==> config.mk <==
export PLATFORM = sky130hd
export DESIGN_NAME = palette_pattern_gen_flat
export DESIGN_NICKNAME = d
export VERILOG_FILES = /design/src/rtl/palette_pattern_gen_if.sv /design/src/rtl/palette_pattern_gen.sv /design/src/flat_wrapper.sv
export SDC_FILE = /design/constraint.sdc
export NUM_CORES = 1
export LEC_CHECK = 0
export BUFFER_PORTS_ARGS = -buffer_cell sky130_fd_sc_hd__buf_2
export CAP_MARGIN = 20
export CORE_MARGIN = 2
export CORE_UTILIZATION = 51
export DETAILED_ROUTE_END_ITERATION = 12
export HOLD_SLACK_MARGIN = 0.1
export PLACE_DENSITY = 0.76
export SLEW_MARGIN = 10
export SYNTH_ARGS = -nofsm -noshare
export SYNTH_HDL_FRONTEND = slang
export SYNTH_SLANG_ARGS = --single-unit
==> constraint.sdc <==
create_clock -name CLK_IN -period 2.8 [get_ports CLK_IN]
set_input_delay 0.42 -clock CLK_IN [delete_from_list [all_inputs] [get_ports CLK_IN]]
set_output_delay 0.42 -clock CLK_IN [all_outputs]
set_load 0.01 [all_outputs]
==> src/rtl/palette_pattern_gen_if.sv <==
// Pixel stream between the VGA timing generator, the pattern generator and the DAC stage.
// The master drives coordinates and valid; the slave returns the colour and its aligned valid.
interface palette_pattern_gen_if #(
  parameter int X_W = 10,
  parameter int Y_W = 10
);
  logic           valid_in;
  logic [X_W-1:0] x;
  logic [Y_W-1:0] y;
  logic [7:0]     memRGB;
  logic           valid_out;

  modport master (output valid_in, x, y, input memRGB, valid_out);
  modport slave  (input valid_in, x, y, output memRGB, valid_out);
endinterface

==> src/rtl/palette_pattern_gen.sv <==
// Maps a VGA pixel coordinate to an RGB332 colour through a two-stage pipeline.
// The pattern is chosen per frame and can scroll the palette once every FRAME_DIV frames.
//
// state (mode_q) | meaning
// PAT_GRID       | palette grid, idx = COLS*y1 + x1
// PAT_GRAD       | horizontal gradient, idx = x1
// PAT_SCROLL     | grid plus scroll offset, offset advances on frame edges
// PAT_CHECK      | black/white checkerboard of blocks
module palette_pattern_gen #(
  parameter int X_W         = 10,
  parameter int Y_W         = 10,
  parameter int BLOCK_SHIFT = 5,
  parameter int COLS        = 20,
  parameter int SCROLL_STEP = 1,
  parameter int FRAME_DIV   = 1
) (
  input  logic                 CLK_IN,
  input  logic                 RST_N,
  input  logic                 FRAME_CLOCK,
  input  logic [1:0]           mode,
  palette_pattern_gen_if.slave pix
);

  typedef enum logic [1:0] {
    PAT_GRID   = 2'd0,
    PAT_GRAD   = 2'd1,
    PAT_SCROLL = 2'd2,
    PAT_CHECK  = 2'd3
  } pat_t;

  localparam logic [7:0] COLS8    = 8'(COLS);
  localparam logic [7:0] STEP8    = 8'(SCROLL_STEP);
  localparam logic [7:0] DIV_LAST = 8'(FRAME_DIV - 1);

  logic           frame_d;
  logic           fe;
  pat_t           mode_q, mode_nxt;
  logic [7:0]     div_q, div_nxt;
  logic [7:0]     off_q, off_nxt;

  logic [X_W-1:0] x1;
  logic [Y_W-1:0] y1;
  logic           v1;
  logic [7:0]     rgb_q, rgb_nxt;
  logic           v2;

  logic [7:0]     grid_idx;
  logic [7:0]     idx;

  assign fe = FRAME_CLOCK & ~frame_d;

  // Mode, divider and offset state register
  always_ff @(posedge CLK_IN or negedge RST_N) begin
    if (!RST_N) begin
      frame_d <= 1'b0;
      mode_q  <= PAT_GRID;
      div_q   <= 8'd0;
      off_q   <= 8'd0;
    end else begin
      frame_d <= FRAME_CLOCK;
      mode_q  <= mode_nxt;
      div_q   <= div_nxt;
      off_q   <= off_nxt;
    end
  end

  // A mode change on a frame edge restarts the scroll instead of stepping it
  always_comb begin
    mode_nxt = mode_q;
    div_nxt  = div_q;
    off_nxt  = off_q;
    if (fe) begin
      mode_nxt = pat_t'(mode);
      if (pat_t'(mode) != mode_q) begin
        div_nxt = 8'd0;
        off_nxt = 8'd0;
      end else if (mode_q == PAT_SCROLL) begin
        if (div_q == DIV_LAST) begin
          div_nxt = 8'd0;
          off_nxt = off_q + STEP8;
        end else begin
          div_nxt = div_q + 8'd1;
        end
      end
    end
  end

  always_comb begin
    grid_idx = (COLS8 * 8'(y1)) + 8'(x1);
    idx      = 8'd0;
    rgb_nxt  = 8'd0;
    case (mode_q)
      PAT_GRID:   idx = grid_idx;
      PAT_GRAD:   idx = 8'(x1);
      PAT_SCROLL: idx = grid_idx + off_q;
      default:    idx = 8'd0;
    endcase
    if (v1) begin
      if (mode_q == PAT_CHECK)
        rgb_nxt = (x1[0] ^ y1[0]) ? 8'hFF : 8'h00;
      else
        rgb_nxt = {idx[2:0], idx[5:3], idx[7:6]};
    end
  end

  always_ff @(posedge CLK_IN or negedge RST_N) begin
    if (!RST_N) begin
      x1    <= '0;
      y1    <= '0;
      v1    <= 1'b0;
      rgb_q <= 8'd0;
      v2    <= 1'b0;
    end else begin
      x1    <= pix.x >> BLOCK_SHIFT;
      y1    <= pix.y >> BLOCK_SHIFT;
      v1    <= pix.valid_in;
      rgb_q <= rgb_nxt;
      v2    <= v1;
    end
  end

  assign pix.memRGB    = rgb_q;
  assign pix.valid_out = v2;

endmodule

==> src/flat_wrapper.sv <==
// flat-port wrapper written by rule: the top's interface ports become plain ports
module palette_pattern_gen_flat 
#(
  parameter int X_W         = 10,
  parameter int Y_W         = 10,
  parameter int BLOCK_SHIFT = 5,
  parameter int COLS        = 20,
  parameter int SCROLL_STEP = 1,
  parameter int FRAME_DIV   = 1
)
  (CLK_IN, RST_N, FRAME_CLOCK, mode, pix_valid_in, pix_x, pix_y, pix_memRGB, pix_valid_out);
  palette_pattern_gen_if #(.X_W(X_W), .Y_W(Y_W)) pix_i ();
  input  logic CLK_IN;
  input  logic RST_N;
  input  logic FRAME_CLOCK;
  input  logic [1:0] mode;
  input wire logic [$bits(pix_i.valid_in)-1:0] pix_valid_in;
  input wire logic [$bits(pix_i.x)-1:0] pix_x;
  input wire logic [$bits(pix_i.y)-1:0] pix_y;
  output wire logic [$bits(pix_i.memRGB)-1:0] pix_memRGB;
  output wire logic [$bits(pix_i.valid_out)-1:0] pix_valid_out;
  assign pix_i.valid_in = pix_valid_in;
  assign pix_i.x = pix_x;
  assign pix_i.y = pix_y;
  assign pix_memRGB = pix_i.memRGB;
  assign pix_valid_out = pix_i.valid_out;
  palette_pattern_gen #(.X_W(X_W), .Y_W(Y_W), .BLOCK_SHIFT(BLOCK_SHIFT), .COLS(COLS), .SCROLL_STEP(SCROLL_STEP), .FRAME_DIV(FRAME_DIV)) u_core (.CLK_IN(CLK_IN), .RST_N(RST_N), .FRAME_CLOCK(FRAME_CLOCK), .mode(mode), .pix(pix_i));
endmodule
==> flow_summary.yaml <==
global_route:
  wire_length_of_the_first_global_routing_pass_um: 7620
  antenna_found_initial: 0
  grt_overflow_total: 0
  grt_start_max_net_pins: 40
  number_of_global_route_vias_before_repair: 1730
  grt_use_total: 0.194
sta:
  layout_worst_path_cycle_share: 1.02
  worst_slack_ns: -0.0464
  achievable-frequency_mhz: 351
  final_max_slew_viol_count: 0
  timing.slew.headroom: 0.429
  tightestPinTransition_ns: 0.856
  grt_setup_unrepaired: "yes"
  finalWorstPathRequiredPeriod_ns: 2.85
  final.setup_skew_ns: 0.00762
  final_hold_viol_count: 0
  report.final.setup_viol: 1
layout:
  layout-drive-gt1-share: 0.248
  syn_to_final_growth_pct: 21.0
  layoutNonFillerInstCount: 318
  num-nets-final: 311
  num_antenna_cells: 0
cts:
  clk_transition_reported_paths_ns: 0.08
  clock-root-buffer: "sky130_fd_sc_hd__clkbuf_8"
  clock_insertion_delay_at_the_later_pin_of_the_skew_report_ns: 0.30
  cts.path.max_buffers: 2
  cts-hold-fix-buffers: 0
  cts_num_sinks: 39
  numCtsBuffers: 5
  cts_tree: "yes"
  ctsHtreeMaxLevel: 2
yosys:
  synth_sequential_area_ratio: 0.433
  postSynthNetCount: 267
  synth-seq-cells: 39
  netlist-cell-type-count: 44
  avgSynthCellArea_um2: 10.2
  share_of_flip_flops_with_an_asynchronous_set_or_reset_after_synthesis: 1.00
  synth-main-ff-cell: "sky130_fd_sc_hd__dfrtp_1"
  syn_area_um2: 2250
  synth-edff-count: 0
  synth-warning-count: 0
  syn_inst: 221
pwr:
  share_clk_of_total_power: 0.350
  total_switching_power_mw: 0.456
  total_power_mw: 1.62
  power_density_nw_per_um2: 595
  p_int_mw: 1.16
  total_leakage_power_nw: 1.27
  power.share.switching: 0.281
  share_comb_of_total_power: 0.257
  pwr-share-seq: 0.393
  ir_drop_v: 0.000323
critical_path:
  critical_path.max_fanout: 4
  r2r.worst_path.cells: 11
  crit_path_start: "u_core.y1[0]"
  worst-endpoint-arrival_ns: 3.06
  rr_endpoint: "u_core.pix.memRGB[1]"
  ff2ff_setup_slack_ns: -0.05
  crit_start_category: "flop"
  critical_path_required_ns: 3.02
  critical_path_class: "reg -> reg"
  critical_path.reg2reg.startpoint: "u_core.y1[0]"
  worstSetupEndpointType: "flop"
die:
  die_x_um: 70.5
  initial_core_util: 0.524
  dieArea_um2: 4960
  io_pins: 35
  fp.coreArea_um2: 4290
  rows: 24
  chip_height_um: 70.5
hold_path:
  min_delay_startpoint: "pix_x[6]"
  worst_hold_path.endpoint: "u_core.x1[1]"
  min_path_type: "in -> reg"
  hold_path_depth: 1
route:
  vias_per_cell: 5.41
  antenna_left: 0
  vias: 1721
  route.detailed.wl_per_inst_um: 13.3
  number_of_remaining_drc_errors: 0
  total_length_of_routed_wires_um: 4240
  detailedRoute.firstIterationViolations: 79
  detailedRoute.firstPassIterationCount: 4
flow_run:
  max_cap_viol_count: 0
place:
  dp.cells: 308
  place.gp.congestion: 0.896
  buffer_ports.inserted: 24
  detailed_place_hpwl_um: 3170
status:
  run_status: "finished with violations"
  violations_in_the_final_reports: "setup timing"
-- cell usage after synthesis (2+ instances only) --
cell                        n  share of area
sky130_fd_sc_hd__and3_1     3         0.0083
sky130_fd_sc_hd__clkbuf_1   2         0.0033
sky130_fd_sc_hd__fa_1       3          0.027
sky130_fd_sc_hd__ha_1      17          0.094
sky130_fd_sc_hd__nor3_2     2         0.0089
sky130_fd_sc_hd__a21o_1     5          0.017
sky130_fd_sc_hd__a211o_1    2         0.0078
sky130_fd_sc_hd__or3_1      4          0.011
sky130_fd_sc_hd__nor3_1     3         0.0067
sky130_fd_sc_hd__buf_4      2         0.0067
sky130_fd_sc_hd__nor2_1    18          0.030
sky130_fd_sc_hd__nand2_1   20          0.033
sky130_fd_sc_hd__xnor2_1   16          0.062
sky130_fd_sc_hd__nand2b_1   4          0.011
sky130_fd_sc_hd__nand3_1    8          0.018
sky130_fd_sc_hd__nor4_4     2          0.019
sky130_fd_sc_hd__a21oi_1   11          0.024
sky130_fd_sc_hd__nor2b_1    2         0.0056
sky130_fd_sc_hd__a211oi_1   6          0.020
sky130_fd_sc_hd__inv_1     12          0.020
sky130_fd_sc_hd__o31ai_1    4          0.013
sky130_fd_sc_hd__dfrtp_1   39           0.43
sky130_fd_sc_hd__o21ai_0   13          0.029
sky130_fd_sc_hd__xor2_1     3          0.012
-- state kept, by name (all words and copies together), names as in the netlist --
signal / cells
u_core.div_q: 8
u_core.frame_d: 1
u_core.mode_q: 2
u_core.off_q: 8
u_core.pix.memRGB: 8
u_core.pix.valid_out: 1
u_core.v1: 1
u_core.x1: 5
u_core.y1: 5
-- critical path, cell delays in order, from the launching register on --
cell,delay (ns)
sky130_fd_sc_hd__dfrtp_1,0.41
sky130_fd_sc_hd__ha_2,0.21
sky130_fd_sc_hd__inv_1,0.05
sky130_fd_sc_hd__fa_1,0.38
sky130_fd_sc_hd__buf_4,0.15
sky130_fd_sc_hd__xnor2_1,0.24
sky130_fd_sc_hd__ha_1,0.33
sky130_fd_sc_hd__a21oi_1,0.17
sky130_fd_sc_hd__o21ai_1,0.09
sky130_fd_sc_hd__or3_1,0.33
sky130_fd_sc_hd__a211o_1,0.28
sky130_fd_sc_hd__a41oi_2,0.13
-- per-stage QoR --
stage / area, µm² / hold WS [ns] / setup TNS [ns] / worst slack, ns / util
finish: 2730 / 0.221 / -0.0464 / -0.0464 / 0.635
global route: 2730 / 0.213 / -0.197 / -0.197 / 0.635
detailed placement: 2540 / 0.368 / -0.200 / -0.200 / 0.591
floorplan: 2270 / 0.124 / -0.0968 / -0.0968 / -
CTS: 2720 / 0.217 / -0.0488 / -0.0488 / 0.633
global placement: 2540 / 0.366 / -0.143 / -0.143 / 0.591
-- what timing repair did --
action	CTS	global route
pin swaps	3	1
endpoints found under the setup margin	1	1
cloned	0	0
buffers inserted	1	1
resized for setup	7	0
-- metal layers --
layer  vias to the layer above  GRT usage  wire length (µm)
met5                         -          0                 0
met4                         0     0.0855               111
met3                        10     0.0404               123
met2                        30      0.314              2060
met1                       822      0.249              1950
li1                        859          -                 -
-- how the worst max path moves through the flow --
stage / endpoint / slack (ns) / cells past startpoint
finish: u_core.pix.memRGB[1] / -0.05 / 11
global route: u_core.pix.memRGB[1] / -0.20 / 12
CTS: u_core.pix.memRGB[1] / -0.05 / 12
detailed placement: u_core.pix.memRGB[1] / -0.20 / 12
global placement: u_core.pix.memRGB[1] / -0.14 / 12
floorplan: u_core.pix.memRGB[1] / -0.1 / 12
-- final cells by class --
cell class	instances	area, µm²
multi-input combinational	165	1250
timing repair buffer	42	255
fill	353	1570
clock inverter	3	67.6
sequential	39	976
inverter	12	45.0
tap	52	65.1
clock buffer	5	68.8
-- logic make-up (layout without fill, tap and decap cells) --
logic type	count (synthesis)	count (layout)	synth area share
AOI/OAI and AO/OA	49	49	0.143
xor gates and xnor gates	19	19	0.0739
adders and majority gates	20	20	0.121
buffers and inverters	17	62	0.0350
DFF	39	39	0.433
muxes	2	2	0.00944
and+or+nand+nor	75	75	0.184
-- power groups by stage --
| stage | registers (mW) | clock network, mW | logic, mW |
|---|---|---|---|
| floorplan | 0.651 | 0 | 0.245 |
| global placement | 0.647 | 0 | 0.382 |
| detailed placement | 0.649 | 0 | 0.391 |
| CTS | 0.638 | 0.575 | 0.415 |
| global route | 0.644 | 0.600 | 0.468 |
| finish | 0.637 | 0.567 | 0.417 |
-- placed cells by master (no fill, tap or decap), types with 2 or more instances in the layout --
cell                        instances
sky130_fd_sc_hd__buf_4             18
sky130_fd_sc_hd__ha_1              14
sky130_fd_sc_hd__xnor2_1           15
sky130_fd_sc_hd__nor4_4             2
sky130_fd_sc_hd__dfrtp_1           39
sky130_fd_sc_hd__o31ai_1            4
sky130_fd_sc_hd__a211oi_1           6
sky130_fd_sc_hd__a21oi_1           10
sky130_fd_sc_hd__nand3_1            8
sky130_fd_sc_hd__nor3_1             3
sky130_fd_sc_hd__nor3_2             2
sky130_fd_sc_hd__fa_1               3
sky130_fd_sc_hd__and3_1             3
sky130_fd_sc_hd__buf_2             24
sky130_fd_sc_hd__nor2_1            18
sky130_fd_sc_hd__nor2b_1            2
sky130_fd_sc_hd__xor2_1             3
sky130_fd_sc_hd__o21ai_1            3
sky130_fd_sc_hd__a21o_1             5
sky130_fd_sc_hd__nand2_1           19
sky130_fd_sc_hd__bufinv_16          2
sky130_fd_sc_hd__or3_1              4
sky130_fd_sc_hd__nand2b_1           4
sky130_fd_sc_hd__o21ai_0           11
sky130_fd_sc_hd__clkbuf_8           5
sky130_fd_sc_hd__a211o_1            2
sky130_fd_sc_hd__ha_2               2
sky130_fd_sc_hd__inv_1             11
(Power assumes the default switching activity.)
